## config.mk

```make
export PLATFORM = sky130hd
export DESIGN_NAME = logic_unit_pipe
export DESIGN_NICKNAME = d
export VERILOG_FILES = /design/src/rtl/logic_unit_pipe.sv
export SDC_FILE = /design/constraint.sdc
export NUM_CORES = 1
export LEC_CHECK = 0
export CAP_MARGIN = 20
export CORE_MARGIN = 5
export CORE_UTILIZATION = 57
export CTS_CLUSTER_SIZE = 10
export DETAILED_ROUTE_END_ITERATION = 16
export PLACE_DENSITY = 0.92
export SLEW_MARGIN = 20
export SYNTH_ARGS = -nofsm -noshare
export SYNTH_HDL_FRONTEND = slang
export SYNTH_SLANG_ARGS = --single-unit
```

## constraint.sdc

```tcl
create_clock -name clock -period 3.1 [get_ports clock]
set_input_delay 0.93 -clock clock [delete_from_list [all_inputs] [get_ports clock]]
set_output_delay 0.93 -clock clock [all_outputs]
set_load 0.1 [all_outputs]
```

## src/rtl/logic_unit_pipe.sv

```systemverilog
`default_nettype none
// ============================================================================
//  Module      : logic_unit_pipe
//  Description : Two-stage pipelined bitwise logic unit (AND/OR/XOR/NOR)
//                with valid/ready handshaking on both sides, a registered
//                zero flag and a wrapping completed-operation counter.
//                Optional macro LOGIC_UNIT_PIPE_PARITY_EN adds a registered
//                'parity' output (XOR-reduction of the result).
//  Revision    : 1.0 - initial release
// ============================================================================
module logic_unit_pipe #(
   parameter int WIDTH     = 32,
   parameter int CNT_WIDTH = 16
) (
   input  logic                 clock,
   input  logic                 reset,
   input  logic                 in_valid,
   output logic                 in_ready,
   input  logic [WIDTH-1:0]     data_operandA,
   input  logic [WIDTH-1:0]     data_operandB,
   input  logic [1:0]           op,
   input  logic                 logic_enable,
   output logic                 out_valid,
   input  logic                 out_ready,
   output logic [WIDTH-1:0]     result,
   output logic                 zero,
   output logic [CNT_WIDTH-1:0] op_count
`ifdef LOGIC_UNIT_PIPE_PARITY_EN
   ,
   output logic                 parity
`endif
);

   localparam logic [1:0] c_OP_AND = 2'b00;
   localparam logic [1:0] c_OP_OR  = 2'b01;
   localparam logic [1:0] c_OP_XOR = 2'b10;
   localparam logic [1:0] c_OP_NOR = 2'b11;

   localparam logic [CNT_WIDTH-1:0] c_CNT_ONE = {{(CNT_WIDTH-1){1'b0}}, 1'b1};

   // Stage 1 registers: captured operands and control
   logic             r_s1_valid;
   logic [WIDTH-1:0] r_s1_a;
   logic [WIDTH-1:0] r_s1_b;
   logic [1:0]       r_s1_op;
   logic             r_s1_en;

   // Stage 2 registers: computed result and flags
   logic             r_s2_valid;
   logic [WIDTH-1:0] r_result;
   logic             r_zero;
   logic [CNT_WIDTH-1:0] r_op_count;

   logic             w_s2_adv;
   logic             w_s1_adv;
   logic             w_consume;
   logic [WIDTH-1:0] w_result;

   // Advance chain: a stage moves when it is empty or the stage after it moves,
   // so bubbles collapse and an empty S2 always pulls from S1.
   assign w_s2_adv  = !r_s2_valid || out_ready;
   assign w_s1_adv  = !r_s1_valid || w_s2_adv;
   assign w_consume = r_s2_valid && out_ready;

   assign in_ready  = w_s1_adv;
   assign out_valid = r_s2_valid;
   assign result    = r_result;
   assign zero      = r_zero;
   assign op_count  = r_op_count;

   // Bitwise operation on the S1 operands; disabled ops yield all-zero
   always_comb begin
      w_result = '0;
      if (r_s1_en) begin
         case (r_s1_op)
            c_OP_AND: w_result = r_s1_a & r_s1_b;
            c_OP_OR:  w_result = r_s1_a | r_s1_b;
            c_OP_XOR: w_result = r_s1_a ^ r_s1_b;
            c_OP_NOR: w_result = ~(r_s1_a | r_s1_b);
            default:  w_result = '0;
         endcase
      end
   end

   // Stage 1 capture of operands when the stage can advance
   always_ff @(posedge clock) begin
      if (reset) begin
         r_s1_valid <= 1'b0;
         r_s1_a     <= '0;
         r_s1_b     <= '0;
         r_s1_op    <= c_OP_AND;
         r_s1_en    <= 1'b0;
      end else if (w_s1_adv) begin
         r_s1_valid <= in_valid;
         r_s1_a     <= data_operandA;
         r_s1_b     <= data_operandB;
         r_s1_op    <= op;
         r_s1_en    <= logic_enable;
      end
   end

   // Stage 2 capture of result and zero flag; held while stalled
   always_ff @(posedge clock) begin
      if (reset) begin
         r_s2_valid <= 1'b0;
         r_result   <= '0;
         r_zero     <= 1'b0;
      end else if (w_s2_adv) begin
         r_s2_valid <= r_s1_valid;
         r_result   <= w_result;
         r_zero     <= (w_result == '0);
      end
   end

   // Completed-operation counter, wraps naturally at full scale
   always_ff @(posedge clock) begin
      if (reset) begin
         r_op_count <= '0;
      end else if (w_consume) begin
         r_op_count <= r_op_count + c_CNT_ONE;
      end
   end

`ifdef LOGIC_UNIT_PIPE_PARITY_EN
   logic r_parity;

   assign parity = r_parity;

   // Parity of the result, travels with the S2 result
   always_ff @(posedge clock) begin
      if (reset) begin
         r_parity <= 1'b0;
      end else if (w_s2_adv) begin
         r_parity <= ^w_result;
      end
   end
`endif

endmodule
`default_nettype wire

```

== Yosys cells after proc, flatten, opt, wreduce, memory -nomap -nowiden ==
Cells that the tools add are included.

* Equal/unequal tests: 3
* Reductions and logical operators: 7
* Add/subtract/negate cells: 1
* Bitwise logic cells: 4
* Mux-type cells: 2

{| class="wikitable"
|+ Operators by type and width
! kind !! count
|-
| 32-bit case mux with 4 select lines || 1
|-
| 32-bit bitwise AND || 1
|-
| 32-bit logical NOT || 1
|-
| 32-bit 2-to-1 mux || 1
|-
| 32-bit NOT || 1
|-
| 32-bit bitwise OR || 1
|-
| 32-bit XOR || 1
|-
| 16-bit by 1-bit adder with 16-bit output (second input constant) || 1
|-
| 2-bit equality test (second input constant) || 2
|-
| 2-bit by 1-bit equality test with 1-bit output (second input constant) || 1
|-
| 1-bit logical NOT || 2
|-
| 2-bit logical NOT || 1
|-
| 1-bit logical OR || 2
|-
| 1-bit logical AND || 1
|}

* Word-level logic and storage cells: 26
* Output and inout port bits: 51
* Register bits after elaboration: 118

== Logic depth before layout (Yosys ltp) ==
Gate-level depths: netlist of the first run.

* Depth after elaboration: 5
* Gate-level depth with buffers: 9
* Mapped depth without buffers: 8

== Worst setup path before layout of the first run ==
Ideal clock, no wire load.

* Path type: register -> output
* Start point: reg r_s2_valid, in the netlist out_valid
* End point: out in_ready
* Path buffers: 2
* Setup slack: -0.190 ns
* Data arrival time: 2.360 ns
* Cell stages (with the launch flop): 6
* Path through: dfxtp_1 nor2b_1 and2_1 buf_2 inv_2 clkbuf_1

* Cells in the longest elaborated chain, start to end: 3

{| class="wikitable"
|+ RTL lines
! item !! RTL line !! source
|-
| from (decl) || 49 || <nowiki>logic r_s2_valid;</nowiki>
|-
| from (signal assigned) || 109 || <nowiki>r_s2_valid <= r_s1_valid;</nowiki>
|-
| 1-bit logical NOT || 61 || <nowiki>assign w_s2_adv = !r_s2_valid || out_ready;</nowiki>
|-
| 1-bit logical OR || 61 ||
|-
| 1-bit logical OR || 62 || <nowiki>assign w_s1_adv = !r_s1_valid || w_s2_adv;</nowiki>
|-
| to (decl) || 18 || <nowiki>output logic in_ready,</nowiki>
|}

No other way between the ends.

== Worst setup path after layout of the first run ==
* Start point: in out_ready
* End point: out in_ready

* Cells in the longest elaborated chain, start to end: 2

{| class="wikitable"
|+ RTL lines
! item !! RTL line !! source
|-
| from (decl) || 24 || <nowiki>input logic out_ready,</nowiki>
|-
| 1-bit logical OR || 61 ||
|-
| 1-bit logical OR || 62 ||
|}

No other way between the ends.

==> summary.md, run 1 <==
| Metric | Value |
|---|---|
| Crit path arrival time | 1.96 ns |
| Max-Cap Viols | 0 |
| Die outline width | 115.6 µm |
| CTS H-tree lvls | 4 |
| Dpl cell area | 0.007426 mm² |
| Nets | approximately 1100 |
| DR pass1 iterations | 5 |
| Final ANT Viol Nets | 0 |
| Setup bufs post-CTS | 0 |
| Critical path launch point type | primary input |
| Slew Viols, Final | 0 |
| Syn Nets | 960 |
| Site row count | 38 |
| Hold Path Class | register to register |
| GRT Resource Usage Total | 0.2360 |
| Via density | 5.333 |
| Slowest cell on the critical path | clkdlybuf4s50_1 |
| Maximum clock rate | roughly 350 MHz |
| Switching part of the total | 0.2544 |
| Reg2reg start | r_s1_op[0]$_SDFFE_PP0P_ |
| Number of global-route vias before repair | approximately 5400 |
| Setup total negative slack | 0 ns |
| # IOs | about 120 |
| Synth-to-layout area growth | 26.43% |
| Setup violators final | 0 |
| Gpl congestion | slightly below 0.8 |
| Hold_sp | r_s1_b[24]$_SDFFE_PP0P_ |
| Final min period | approximately 2.9 ns |
| Largest net degree at the start of global routing | 69 |
| Crit Path Max Fanout | 2 |
| Leading cell type by number of instances after synthesis | nand2_1 |
| Grt ovf | 0 |
| DIE HEIGHT | ~120 µm |
| CP cell instances | clkdlybuf4s50_1, nor2b_4, and2_2, inv_2, buf_12 |
| Clk pwr share | 0.477 |
| Fin. Hold Viols | 0 |
| DR vias | 5722 |
| Worst hold margin | roughly 0.47 ns |
| Initial antenna violation count | 0 |
| Yosys reg bits | about 120 |
| Synth top area cells | dfxtp_1 37%, ha_1 13%, a21oi_1 10% |
| Total Die Area | 0.01336 mm² |
| Clk root buf | clkbuf_8 |
| First-pass GRT wire length | ~25000 µm |
| Crit path launch | out_ready |
| Post-synth ARST share | 0 |
| Residual DRC | 0 |
| # resized after CTS | 0 |
| Clk sink count | between 100 and 150 |
| Main synth FF type | dfxtp_1 |
| Leak Pwr | ~0.0036 µW |
| Switching power | 1081 µW |
| Post-synth EDFFs | 0 |
| Synth top area share | 0.3719 |
| # hold bufs at CTS | 0 |
| CP Class | primary input to primary output |
| N_diodes | 0 |
| Status | complete, no violations |
| Post-DP HPWL | a little under 10000 µm |
| PD cells | ~530 mW/mm² |
| Final Skew | about 0.008 ns |
| Post-synth top cells | 159 x nand2_1, 131 x a21oi_1, 118 x dfxtp_1, 110 x nor2_1, 68 x inv_1 |
| Data required, critical path | 2.17 ns |
| Layout cells sized above 1 | 0.1200 |
| Worst-Skew Late Latency | 0.53 ns |
| CTS Buf Count | 17 |
| Int Pwr | around 3200 µW |
| Combinational power share | 0.136 |
| Initial DRC Count | between 400 and 500 |
| CTS tree | yes |
| Register area share after synthesis | 0.3719 |
| Unrepaired setup endpoints after global routing | false |
| Worst-margin pin slew | between 0.7 and 0.8 ns |
| Clock input transition at the sequential cells of the worst setup and hold paths | ~0.060 ns |
| Ys Warns | 0 |
| Area leader, netlist | dfxtp_1 |
| Distinct cells, synth | 34 |
| Crit. End Element | primary output |
| Final WL | between 15000 and 20000 µm |
| FILL cells | just over 800 |
| Post-Syn Area | 0.006352 mm² |
| WL per Instance | 14.26 µm |
| Starting Density | 0.5834 |
| Sequential fraction of design power | 0.387 |
| Rel. slew slack | 0.4902 |
| I/O Buffers | approximately 120 |
| Syn Area/Cell | between 7 and 8 µm² |
| Maximum clock path buffer count | 2 |
| Final Instance Area | between 0.008 and 0.009 mm² |
| Largest stage delay on the critical path | about 0.53 ns |
| Post-Synthesis Cells | between 800 and 900 |
| Maximum vdd drop | 0.4102 mV |
| Tcrit/Tclk final | 0.9320 |
| Core area | approximately 0.011 mm² |
path summary, 6_finish.rpt:
| kind | end | slack (ns) | depth (start not counted) |
|---|---|---|---|
| worst max-delay path | in_ready | 0.21 | 5 |
| worst min-delay path | r_s1_b[24]$_SDFFE_PP0P_ | 0.47 | 2 |
| worst max register to register | zero$_SDFFE_PP0P_ | 0.52 | 6 |
| worst min register to register | r_s1_b[24]$_SDFFE_PP0P_ | 0.47 | 2 |
flip-flops by register name, summed over array words and instances, names as in the netlist:
name        flops
r_s1_op         2
r_s1_valid      1
zero            1
op_count       16
r_s1_en         1
r_s1_b         32
out_valid       1
r_s1_a         32
result         32
power by group through the flow:
stage | combinational, µW | sequential (µW) | clock [µW]
floorplan | 313 | 1750 | 0
global placement | 554 | 1670 | 0
detailed placement | 570 | 1680 | 0
CTS | 579 | 1650 | 2060
global route | 640 | 1660 | 2130
finish | 576 | 1650 | 2030
critical path, delay by kind of cell:
kind | cells | cell delay (ns)
AND/OR/NAND/NOR | 2 | 0.25
buffers and inverters | 3 | 0.78
cell usage in the layout, fill, tap and decap left out, drive strengths merged, types with 3 or more instances in the layout:
cell / n
a21oi: 131
a22oi: 16
and3: 3
buf: 63
bufinv: 4
clkbuf: 22
clkdlybuf4s50: 69
clkinv: 5
dfxtp: 118
ha: 65
inv: 69
mux2: 16
mux2i: 20
nand2: 159
nand3: 8
nand4: 9
nor2: 110
o211ai: 16
o21ai: 3
or3: 4
xor2: 11
final cells by class:
| cell class | instances | area [µm²] | share of cell area |
|---|---|---|---|
| Clock buffer | 22 | 452.9 | 0.05640 |
| Clock inverter | 10 | 152.6 | 0.01901 |
| Inverter | 69 | 259.0 | 0.03225 |
| Multi-Input combinational cell | 582 | 3450 | 0.4295 |
| Sequential cell | 118 | 2366 | 0.2946 |
| Tap cell | 140 | 175.2 | 0.02181 |
| Timing Repair Buffer | 132 | 1176 | 0.1464 |
cells by family (layout without fill, tap and decap cells):
family | count (synthesis) | after routing | synth area share
xor+xnor | 12 | 12 | 0.01655
mux | 36 | 36 | 0.05988
flops | 118 | 118 | 0.3719
compound gates | 167 | 167 | 0.1446
simple gates | 302 | 302 | 0.1926
fa+ha+maj | 65 | 65 | 0.1280
buf+inv | 124 | 233 | 0.08647
per-layer routing:
layer / part of all wire / track usage / vias up
met1: 0.44 / 0.2960 / 2641
met3: 0.066 / 0.06736 / 19
met2: 0.48 / 0.3927 / 175
met4: 0.013 / 0.07668 / 0
met5: 0 / 0 / -
li1: - / - / 2887
metrics by stage:
stage / total power, µW / cells / util / worst slack, ns
floorplan: 2067 / 824 / - / 0.1255
detailed placement: 2247 / 1041 / 0.6820 / 0.2112
CTS: 4281 / 1073 / 0.7376 / 0.2089
global route: 4421 / 1073 / 0.7376 / 0.1828
global placement: 2227 / 1041 / 0.6820 / 0.2250
finish: 4251 / 1073 / 0.7376 / 0.2109
Power figures use the tool's default switching activity.
==> run 2, diff against run 1 <==
- ABC_CLOCK_PERIOD_IN_PS: default -> 3100
- REMOVE_ABC_BUFFERS: default -> 1
- SLEW_MARGIN: 20 -> 10
==> run 2 against run 1 <==
Net effect:
- via count is 0.75% lower
- total power is 0.31% higher
- count of clock-buffer cells in the layout is 3 higher
- final cell count is 0.19% lower
- combinational power hardly changed
- design area is 0.25% higher
- critical path depth stayed put
- global-route usage is 1.5 points lower
- sequential power hardly changed
- clock skew hardly changed
- core utilization is 0.18 points higher
- die area stayed put
- critical path type unchanged
- largest cell class unchanged
- largest power group unchanged
- highest routed layer unchanged
==> summary.md, run 2 (same netlist as run 1, synthesis figures left out) <==
| Metric | Value |
|---|---|
| Area of the multi-input gates | 0.003450 mm² (unchanged) |
| Final min period | 2.935 ns (+0.04601 ns) |
| Grt ovf | 0 (unchanged) |
| Cells after DPL | 1039 (-0.19%) |
| Gpl congestion | 0.7544 (-2.7%) |
| Initial antenna violation count | 0 (unchanged) |
| CTS H-tree lvls | 4 (unchanged) |
| CTS Buf Count | 17 (unchanged) |
| Starting Density | 0.5834 (unchanged) |
| I/O Buffers | 121 (unchanged) |
| Rel. slew slack | 0.5227 (+0.03244) |
| # resized after CTS | 0 (unchanged) |
| Residual DRC | 0 (unchanged) |
| Leak Pwr | 0.003634 µW (+0.15%) |
| CTS tree | yes |
| Reg2reg start | r_s1_op[0]$_SDFFE_PP0P_ |
| Crit path arrival time | 2.01 ns (+0.05 ns) |
| Clk sink count | 118 (unchanged) |
| Worst Hold End | r_s1_b[1]$_SDFFE_PP0P_ |
| Slowest cell on the critical path | clkdlybuf4s50_1 |
| GRT Resource Usage Total | 0.2214 (-0.01459) |
| Site row count | 38 (unchanged) |
| Final Skew | 0.007890 ns (+0.0001150 ns) |
| Via density | 5.303 (-0.57%) |
| Hold Path Class | register to register |
| R2R Path End | zero$_SDFFE_PP0P_ |
| CP cell instances | clkdlybuf4s50_1, nor2b_4, and2_2, inv_2, buf_12 |
| Final ANT Viol Nets | 0 (unchanged) |
| Final WL | 14860 µm (-2.9%) |
| N_diodes | 0 (unchanged) |
| FF/Latch Area | 0.002366 mm² (unchanged) |
| Clock input transition at the sequential cells of the worst setup and hold paths | 0.05 ns (about the same) |
| Post-DP HPWL | 9733 µm (-0.30%) |
| DR vias | 5679 (-0.75%) |
| Synth-to-layout area growth | 26.75% |
| Slew Viols, Final | 0 (unchanged) |
| Die outline width | 115.6 µm (unchanged) |
| Core area | 0.01089 mm² (unchanged) |
| Layout cells sized above 1 | 0.1192 (-0.0008162) |
| Fin. Hold Viols | 0 (unchanged) |
| Most frequent cells in the layout | 159 x nand2_1, 131 x a21oi_1, 117 x dfxtp_1 |
| CP Class | primary input to primary output |
| Total Die Area | 0.01336 mm² (unchanged) |
| Unrepaired setup endpoints after global routing | false |
| Largest net degree at the start of global routing | 70 (+1.4%) |
| Pre-CTS WS | 0.1717 ns (-0.03953 ns) |
| PD cells | 529.6 mW/mm² (about the same) |
| DIE HEIGHT | 115.6 µm (unchanged) |
| Max-Cap Viols | 0 (unchanged) |
| Largest stage delay on the critical path | 0.53 ns (about the same) |
| Number of global-route vias before repair | 5459 (+1.2%) |
| Worst-margin pin slew | 0.7160 ns (-0.04865 ns) |
| First-pass GRT wire length | 24000 µm (-4.1%) |
| Tcrit/Tclk final | 0.9468 (+0.01484) |
| Critical path launch point type | primary input |
| Maximum clock rate | 340.7 MHz (-1.6%) |
| Crit. End Element | primary output |
| # hold bufs at CTS | 0 (unchanged) |
| Final setup margin | 0.1649 ns (-0.04601 ns) |
| Clk root buf | clkbuf_8 |
| FILL cells | 837 (+2.1%) |
| DR pass1 iterations | 5 (unchanged) |
| Crit Path Max Fanout | 2 (unchanged) |
| Most common cell after layout, fill and taps aside | nand2_1 |
| Worst-Skew Late Latency | 0.51 ns (-0.02 ns) |
| Maximum vdd drop | 0.4422 mV (+7.8%) |
| Nets | 1054 (-0.19%) |
| Non-filler cells, final | 1071 (-0.19%) |
| # IOs | 122 (unchanged) |
| Hold_sp | r_s1_b[1]$_SDFFE_PP0P_ |
| Setup violators final | 0 (unchanged) |
| Worst Hold Depth | 2 (unchanged) |
| Worst Reg-to-Reg Cells | 7 (+1) |
| Status | complete, no violations |
| WL per Instance | 13.87 µm (-2.7%) |
| Maximum clock path buffer count | 2 (unchanged) |
| Setup bufs post-CTS | 0 (unchanged) |
| Data required, critical path | 2.17 ns (about the same) |
| Initial DRC Count | 362 (-11%) |
| R2R Setup Slk | 0.44 ns (-0.08 ns) |
-- run 2: changes by cell type in the layout (fill, tap and decap cells not counted) --
cell | previous run | this run
clkbuf_16 | 16 | 17
bufinv_16 | 4 | 3
buf_12 | 1 | 2
clkinv_2 | 5 | 3
clkbuf_1 | 3 | 2
clkbuf_8 | 3 | 6
buf_4 | 62 | 59
-- run 2: worst max-delay path by stage --
stage | start | endpoint | depth (start not counted)
floorplan | out_valid$_SDFFE_PP0P_ | in_ready | 3
global placement | out_ready | in_ready | 5
detailed placement | out_ready | in_ready | 5
CTS | out_ready | in_ready | 5
global route | out_ready | in_ready | 5
finish | out_ready | in_ready | 5
-- run 2: area by class of cell --
type                            count  area share
Clock buffer                       25     0.06402
Clock inverter                      7     0.01399
Inverter                           69     0.03217
Multi-Input combinational cell    582      0.4284
Sequential cell                   118      0.2939
Tap cell                          140     0.02176
Timing Repair Buffer              130      0.1458
-- run 2: critical path: cells and delay by family --
family        cells  cell delay (ns)
simple gates      2             0.25
buf+inv           3             0.82
-- run 2: per-stage QoR --
| step | hold WS, ns | utilization | TNS, ns | total power [µW] | instance area (µm²) |
|---|---|---|---|---|---|
| after CTS | 0.4725 | 0.7395 | 0 | 4304 | 8051 |
| final | 0.4702 | 0.7395 | 0 | 4264 | 8051 |
| after detailed placement | 0.4582 | 0.6818 | 0 | 2248 | 7423 |
| after global placement | 0.4490 | 0.6818 | 0 | 2225 | 7423 |
| after global routing | 0.4923 | 0.7395 | 0 | 4444 | 8051 |
| after floorplan | 0.4317 | - | -228.09 | 2032 | 6062 |
-- run 2: where the power goes --
group / switching [µW] / internal, µW
clock: 667 / 1380
sequential: 63.4 / 1580
combinational: 328 / 246
total: 1060 / 3210
-- run 2: layer usage --
metal | global-route usage | wire length (µm)
met4 | 0.06964 | 226
met5 | 0 | 0
met2 | 0.3877 | 7333
met1 | 0.2615 | 6283
met3 | 0.06423 | 1012
==> run 3, diff against run 2 <==
- CORE_ASPECT_RATIO: default -> 1.1
==> run 3 against run 2 <==
Net effect:
- sequential share of layout area down 0.087 points
- critical path depth unchanged
- combinational power down 2%
- wire length is 0.65% lower
- largest cell class unchanged
==> summary.md, run 3 (same netlist as run 1, synthesis figures left out) <==
| Metric | Value |
|---|---|
| Core area | 0.01091 mm² (+0.21%) |
| # resized after CTS | 0 (unchanged) |
| Setup violators final | 0 (unchanged) |
| Setup bufs post-CTS | 0 (unchanged) |
| Fin. Hold Viols | 0 (unchanged) |
| R2R Setup Slk | 0.46 ns (+0.02 ns) |
| DIE HEIGHT | 120.7 µm (+4.5%) |
| PD cells | 538.5 mW/mm² (+1.7%) |
| Final min period | 2.916 ns (-0.01912 ns) |
| Site row count | 40 (+5.3%) |
| Die outline width | 110.7 µm (-4.2%) |
| Layout cells sized above 1 | 0.1204 (+0.001203) |
| CP cell instances | clkdlybuf4s50_1, nor2b_4, and2_2, inv_2, buf_12 |
| Maximum clock path buffer count | 2 (unchanged) |
| CTS Buf Count | 17 (unchanged) |
| Hold Path Class | register to register |
| R2R Path End | zero$_SDFFE_PP0P_ |
| DR vias | 5674 (-0.088%) |
| Synth-to-layout area growth | 27.12% |
| Unrepaired setup endpoints after global routing | false |
| Final Skew | 0.006698 ns (-0.001192 ns) |
| CTS H-tree lvls | 4 (unchanged) |
| Clk sink count | 118 (unchanged) |
| Most common cell after layout, fill and taps aside | nand2_1 |
| Initial antenna violation count | 0 (unchanged) |
| Final WL | 14760 µm (-0.65%) |
| Via density | 5.268 (-0.64%) |
| Hold_sp | r_s1_b[26]$_SDFFE_PP0P_ |
| Worst-margin pin slew | 0.7330 ns (+0.01705 ns) |
| Nets | 1053 (-0.095%) |
| Worst-Skew Late Latency | 0.41 ns (-0.10 ns) |
| Critical path launch point type | primary input |
| Status | complete, no violations |
| Max-Cap Viols | 0 (unchanged) |
| Maximum vdd drop | 0.4226 mV (-4.4%) |
| Rel. slew slack | 0.5113 (-0.01137) |
| Most frequent cells in the layout | 159 x nand2_1, 131 x a21oi_1, 117 x dfxtp_1 |
| Slowest cell on the critical path | clkdlybuf4s50_1 |
| Starting Density | 0.5822 (-0.001204) |
| Tot Pwr | 4348 µW (+2.0%) |
| CTS tree | yes |
| # hold bufs at CTS | 0 (unchanged) |
| Slew Viols, Final | 0 (unchanged) |
| Initial DRC Count | 350 (-3.3%) |
| Maximum clock rate | 342.9 MHz (+0.66%) |
| Leak Pwr | 0.003637 µW (about the same) |
| Post-DP HPWL | 9522 µm (-2.2%) |
| Dpl cell area | 0.007425 mm² (about the same) |
| WL per Instance | 13.70 µm (-1.2%) |
| Pre-CTS WS | 0.1887 ns (+0.01700 ns) |
| Critical path destination | in_ready |
| Final ANT Viol Nets | 0 (unchanged) |
| Reg2reg start | r_s1_op[0]$_SDFFE_PP0P_ |
| Largest net degree at the start of global routing | 119 (+70%) |
| N_diodes | 0 (unchanged) |
| Data required, critical path | 2.17 ns (about the same) |
| Grt ovf | 0 (unchanged) |
| Crit path arrival time | 1.99 ns (-0.02 ns) |
| Crit Path Max Fanout | 2 (unchanged) |
| Final setup margin | 0.1840 ns (+0.01912 ns) |
| Largest stage delay on the critical path | 0.53 ns (about the same) |
| Crit path launch | out_ready |
| I/O Buffers | 121 (unchanged) |
| Clk root buf | clkbuf_16 |
| First-pass GRT wire length | 25190 µm (+4.9%) |
| Worst Reg-to-Reg Cells | 7 (unchanged) |
| Gpl congestion | 0.7348 (-2.6%) |
| # IOs | 122 (unchanged) |
| Tcrit/Tclk final | 0.9407 (-0.006167) |
| Clock input transition at the sequential cells of the worst setup and hold paths | 0.05 ns (about the same) |
| Final Instance Area | 0.008075 mm² (+0.30%) |
| Number of global-route vias before repair | 5505 (+0.84%) |
| Total Die Area | 0.01336 mm² (about the same) |
| Crit. End Element | primary output |
| DR pass1 iterations | 5 (unchanged) |
| Residual DRC | 0 (unchanged) |
| CP Class | primary input to primary output |
| GRT Resource Usage Total | 0.2260 (+0.004550) |
## run 3: layout make-up
| cell class | instances | area [µm²] |
|---|---|---|
| repair buffers | 129 | 1166 |
| clock buffers | 20 | 478.0 |
| flip-flops and latches | 118 | 2366 |
| multi-input cells | 582 | 3450 |
| inverters | 69 | 259.0 |
| well taps | 147 | 183.9 |
| clock inverters | 12 | 172.7 |
| fillers | 819 | 2835 |
## run 3: how the worst min path moves through the flow
stage	to	slack, ns	cells past startpoint
2_1_floorplan	out_valid$_SDFFE_PP0P_	0.43	2
3_3_place_gp	out_valid$_SDFFE_PP0P_	0.44	2
3_5_place_dp	r_s1_b[26]$_SDFFE_PP0P_	0.46	2
4_1_cts	r_s1_b[3]$_SDFFE_PP0P_	0.47	2
5_1_grt	r_s1_b[7]$_SDFFE_PP0P_	0.49	2
6_report	r_s1_b[26]$_SDFFE_PP0P_	0.47	2
## run 3: routing by layer
layer	track usage	wire length, µm	vias to the layer above
met3	0.05355	738	23
li1	-	-	2891
met4	0.08853	240	0
met2	0.4097	7721	155
met5	0	0	-
met1	0.2559	6059	2605
## run 3: metrics by stage
step / TNS (ns) / hold slack [ns] / util / cells
after floorplan: -228.09 / 0.4317 / - / 769
after global placement: 0 / 0.4422 / 0.6805 / 1045
after detailed placement: 0 / 0.4626 / 0.6805 / 1045
after CTS: 0 / 0.4691 / 0.7401 / 1077
after global routing: 0 / 0.4861 / 0.7401 / 1077
final: 0 / 0.4664 / 0.7401 / 1077
## run 3: worst max-delay path: cells and delay by family
family,cells,cell delay (ns)
buffers and inverters,3,0.78
AND/OR/NAND/NOR,2,0.27
## run 3: power breakdown
group	leakage (µW)	internal (µW)	switching [µW]
registers	0.000972	1580	70.0
clock network	0.000317	1430	699
logic	0.00235	245	321
total	0.00364	3260	1090
